<file path="config.mk">
export PLATFORM = sky130hd
export DESIGN_NAME = xbus_arbiter
export DESIGN_NICKNAME = d
export VERILOG_FILES = /design/src/rtl/xbus_arbiter.sv
export SDC_FILE = /design/constraint.sdc
export NUM_CORES = 1
export LEC_CHECK = 0
export BUFFER_PORTS_ARGS = -buffer_cell sky130_fd_sc_hd__buf_2
export CAP_MARGIN = 0
export CORE_AREA = 3 3 119 121
export CTS_BUF_LIST = sky130_fd_sc_hd__clkbuf_2
export DETAILED_ROUTE_END_ITERATION = 6
export DIE_AREA = 0 0 122 124
export GPL_ROUTABILITY_DRIVEN = 0
export PLACE_DENSITY = 0.5
export SETUP_SLACK_MARGIN = 0.1
export SLEW_MARGIN = 30
export SYNTH_ARGS = -nofsm -noshare
export SYNTH_HDL_FRONTEND = slang
export SYNTH_SLANG_ARGS = --single-unit
</file>
<file path="constraint.sdc">
create_clock -name clk -period 1.8 [get_ports clk]
set_input_delay 0.18 -clock clk [delete_from_list [all_inputs] [get_ports clk]]
set_output_delay 0.18 -clock clk [all_outputs]
set_load 0.02 [all_outputs]
</file>
<file path="src/rtl/xbus_arbiter.sv">
// xbus_arbiter: two-master, one-slave arbiter for the xbus.
// m0 (instruction fetch) and m1 (load/store) share a single synchronous-read
// slave. One transaction is accepted per cycle; a shift register remembers
// which master owns each in-flight response so the slave read data can be
// steered back after RD_LATENCY cycles.
`timescale 1ns/1ps

module xbus_arbiter #(
    parameter int unsigned RD_LATENCY = 1,    // slave read latency, legal 1..4
    parameter bit          FIXED_PRIO = 1'b0  // 0: round-robin, 1: m0 wins ties
) (
    input  logic        clk,
    input  logic        rst_n,

    input  logic        m0_req,
    input  logic        m0_we,
    input  logic [3:0]  m0_be,
    input  logic [31:0] m0_addr,
    input  logic [31:0] m0_wdata,
    output logic        m0_gnt,
    output logic        m0_rvalid,
    output logic [31:0] m0_rdata,

    input  logic        m1_req,
    input  logic        m1_we,
    input  logic [3:0]  m1_be,
    input  logic [31:0] m1_addr,
    input  logic [31:0] m1_wdata,
    output logic        m1_gnt,
    output logic        m1_rvalid,
    output logic [31:0] m1_rdata,

    output logic        xbus_cs,
    output logic        xbus_we,
    output logic [3:0]  xbus_be,
    output logic [31:0] xbus_addr,
    output logic [31:0] xbus_wdata,
    input  logic [31:0] xbus_rdata
);

    // Index of the master granted most recently (0 = m0, 1 = m1).
    logic last;

    // Response tracking: vld marks a slot carrying a response, own names the
    // master it belongs to. Stage RD_LATENCY-1 lines up with valid rdata.
    logic [RD_LATENCY-1:0] vld;
    logic [RD_LATENCY-1:0] own;

    // Grant decision: combinational, same cycle as the request.
    always_comb begin
        // NOTE: every output of a combinational block gets a default first;
        // a path that leaves one unassigned would infer a latch.
        m0_gnt = 1'b0;
        m1_gnt = 1'b0;
        if (rst_n) begin
            if (m0_req && m1_req) begin
                // Tie: fixed priority favours m0; round-robin favours the
                // master that was not granted last.
                if (FIXED_PRIO || last) begin
                    m0_gnt = 1'b1;
                end else begin
                    m1_gnt = 1'b1;
                end
            end else begin
                m0_gnt = m0_req;
                m1_gnt = m1_req;
            end
        end
    end

    // Slave drive: mux the granted master, all-zero when idle so the slave
    // can never see a spurious write. cs follows the grant, which equals
    // m0_req | m1_req whenever reset is released.
    always_comb begin
        xbus_cs    = m0_gnt | m1_gnt;
        xbus_we    = 1'b0;
        xbus_be    = 4'b0000;
        xbus_addr  = 32'h0000_0000;
        xbus_wdata = 32'h0000_0000;
        if (m0_gnt) begin
            xbus_we    = m0_we;
            xbus_be    = m0_be;
            xbus_addr  = m0_addr;
            xbus_wdata = m0_wdata;
        end else if (m1_gnt) begin
            xbus_we    = m1_we;
            xbus_be    = m1_be;
            xbus_addr  = m1_addr;
            xbus_wdata = m1_wdata;
        end
    end

    // Last-grant pointer: resets to m1 so m0 wins the first tie.
    always_ff @(posedge clk or negedge rst_n) begin
        if (!rst_n) begin
            last <= 1'b1;
        end else if (m0_gnt || m1_gnt) begin
            // NOTE: sequential state is written with non-blocking assignments
            // so every flop samples pre-edge values regardless of block order.
            last <= m1_gnt;
        end
    end

    // Response shift register: stage 0 captures this cycle's issue, later
    // stages age it by one cycle each.
    always_ff @(posedge clk or negedge rst_n) begin
        if (!rst_n) begin
            // NOTE: these tracking flops are reset (unlike a data RAM) because
            // a stale vld bit would raise rvalid for a transaction that was
            // discarded by reset.
            vld <= '0;
            own <= '0;
        end else begin
            vld[0] <= xbus_cs;
            own[0] <= m1_gnt;
            for (int i = 1; i < RD_LATENCY; i++) begin
                vld[i] <= vld[i-1];
                own[i] <= own[i-1];
            end
        end
    end

    // Response steering: the oldest stage selects which master sees rvalid.
    assign m0_rvalid = vld[RD_LATENCY-1] && !own[RD_LATENCY-1];
    assign m1_rvalid = vld[RD_LATENCY-1] &&  own[RD_LATENCY-1];

    // Read data is shared and unregistered; only the master with rvalid
    // high samples it, so total read latency is exactly RD_LATENCY.
    assign m0_rdata = xbus_rdata;
    assign m1_rdata = xbus_rdata;

endmodule

</file>
==> metrics <==
run status=complete, but fails checks; failing checks=negative setup slack; maximum vdd ir drop=0.000210 V; Slew @ Worst Pin=0.430 ns; top cells by count, synth=nand2_1, buf_4, o32ai_2; total CTS buffers=3; endpoints failing hold=0; Synth cell types=16; Pwr per Cell Area=409 nW/um2; via count=slightly below 3,000; worst rel slew slack=71.3%; Critical Path End Type=primary output; post-DP HPWL=6660 um; Std-Cell Rows=42; Detailed Route WL=10,600 um; final setup fails=26; IO Pins=312; final setup margin=-0.0309 ns; Routed Antenna Nets=0; initial core utilization=19.3%; die width=~120 um; CTS sink cnt=3; CORE AREA=13,200 um2; CP peak stage delay=0.54 ns; Syn Nets=499; pre-CTS setup slack=-0.0595 ns; total congestion overflow=0; total track usage=11.1%; Avg Inst Size Synth=7.83 um2; Setup CP Type=flop to primary output; required arrival time at the worst endpoint=roughly 1.6 ns; RSZ-0062 raised after global routing=true; crit share post-route=102%; Main synth FF type=dfrtp_1; initial DRC count=between 90 and 100; Setup crit start kind=flop; Syn Inst Count=325; largest net degree at the start of global routing=75; Die Footprint=15,100 um2; CTS tree=yes; critical path peak fanout=10; Pins Over Slew Limit=0; CTS max path bufs=2; final core occ=32.7%; fmax=546 MHz; H-tree levels=1; Reg2Reg Launch Point=last; area leader, netlist=o32ai_2; Synth Cell Area=2540 um2; first-pass GRT wire length=about 14,000 um; initial antenna violation count=1; Root Buffer=clkbuf_2; share of async-settable or async-resettable flops after synthesis=100%; most frequent cell after synthesis=nand2_1; proportion of layout cells with a drive suffix above 1=just under 70%; first-pass detailed-route iteration total=4; Area contributors post-synth=o32ai_2, buf_4, nand2_1; Area Overhead vs Synth=69.6%; flops & latches, synth=3; wire length per cell=16.2 um; Fin Setup TNS=-0.315 ns; worst hold path class=input port to flop; drt via density=4.47; CP startpoint=last; Worst Path Arrival=1.65 ns; worst hold start=m0_req; leakage power=1.90 nW; number of I/O port buffers=215; synth warn=0; Nets=653; CP Cell Sequence=buf_6 > nor2b_4 > buf_12 > clkbuf_16 > o32ai_2 > buf_4; Remaining DRCs=0; Die Height=124 um; critical path's slowest cell=dfstp_2; vias in the first global route=2,667; Synth top area share=44.1%; clock latency on the worst-skew pair=0.20 ns; clock input transition at the sequential cells of the worst setup and hold paths=0.04 ns; maxcap violations=0; Clock Skews=0.00177 ns; Tmin final=1.83 ns; sequential share of the synthesized area=3.00%; Post-synth EDFFs=0
[worst max-delay path: cells and delay by family, from the launching register on]
family	cells	cell delay, ns
simple gates	1	0.04
compound gates	1	0.26
buf+inv	4	0.60
flops	1	0.54
[cell type report]
class,instances,area [um2]
Timing Repair Buffer,251,1960
Inverter,2,8.76
Sequential cell,3,76.3
Fill cell,1388,8870
Antenna cell,1,2.50
Multi-Input combinational cell,218,2020
Tap cell,176,220
Clock buffer,4,20.0
[timing repair]
item / in CTS / in global routing
cloned: 5 / 9
endpoints found under the hold margin: 2 / 0
buffers inserted: 8 / 4
endpoints found under the setup margin: 71 / 71
gates resized for setup: 35 / 99
hold buffers: 1 / 0
pin swaps: 3 / 12
[power by group]
part / internal, W / switching (W) / leakage (nW)
clock: 0.0000586 / 0.0000335 / 0.0166
combinational: 0.000779 / 0.000809 / 1.85
sequential: 0.0000785 / 0.00000504 / 0.0360
[cell usage in the layout, fill, tap and decap left out]
master	n
clkbuf_2	4
dlygate4sd3_1	1
clkbuf_16	6
buf_12	10
nor2_1	2
buf_6	34
inv_1	1
nor2_2	1
and2_1	1
nand2_1	138
buf_4	48
a21oi_1	1
buf_16	4
nor3_2	1
buf_8	1
buf_2	147
nor2b_1	1
o32ai_2	43
dfrtp_1	2
diode_2	1
dfstp_2	1
nor2b_4	2
o32ai_4	26
clkinv_2	1
a31oi_1	1
a21bo_4	1
[sequential cells by signal, indices dropped and copies added (netlist names)]
register	count
last	1
own	1
vld	1
[routing by layer]
metal | GRT usage (%) | part of all wire (%)
met3 | 2.13 | 8.4
met2 | 18.9 | 48
met5 | 0 | 0
met4 | 4.76 | 2.6
met1 | 13.6 | 41
[worst paths after layout]
| check | slack, ns | end | cells past startpoint |
|---|---|---|---|
| setup / recovery | -0.03 | xbus_wdata[17] | 6 |
| setup reg to reg | 0.49 | own | 5 |
| hold / removal | 0.21 | last | 2 |
| max in group asynchronous | 1.02 | vld | 3 |
| min in group asynchronous | 0.23 | last | 2 |
| hold reg to reg | 0.66 | last | 3 |
[cells by family after synthesis]
family          share of synthesized area (%)
simple gates                             21.7
buf+inv                                  30.3
flops                                    3.00
compound gates                           44.9
[through the flow]
step	cell area (um2)	hold WS [ns]	std cells	power [W]
after floorplan	2540	-0.116	325	0.00103
after global placement	3260	0.185	624	0.00114
after detailed placement	3260	0.193	624	0.00116
after CTS	3610	0.194	642	0.00146
after global routing	4320	0.225	655	0.00187
final	4320	0.214	655	0.00176
Power figures use the tool's default switching activity.
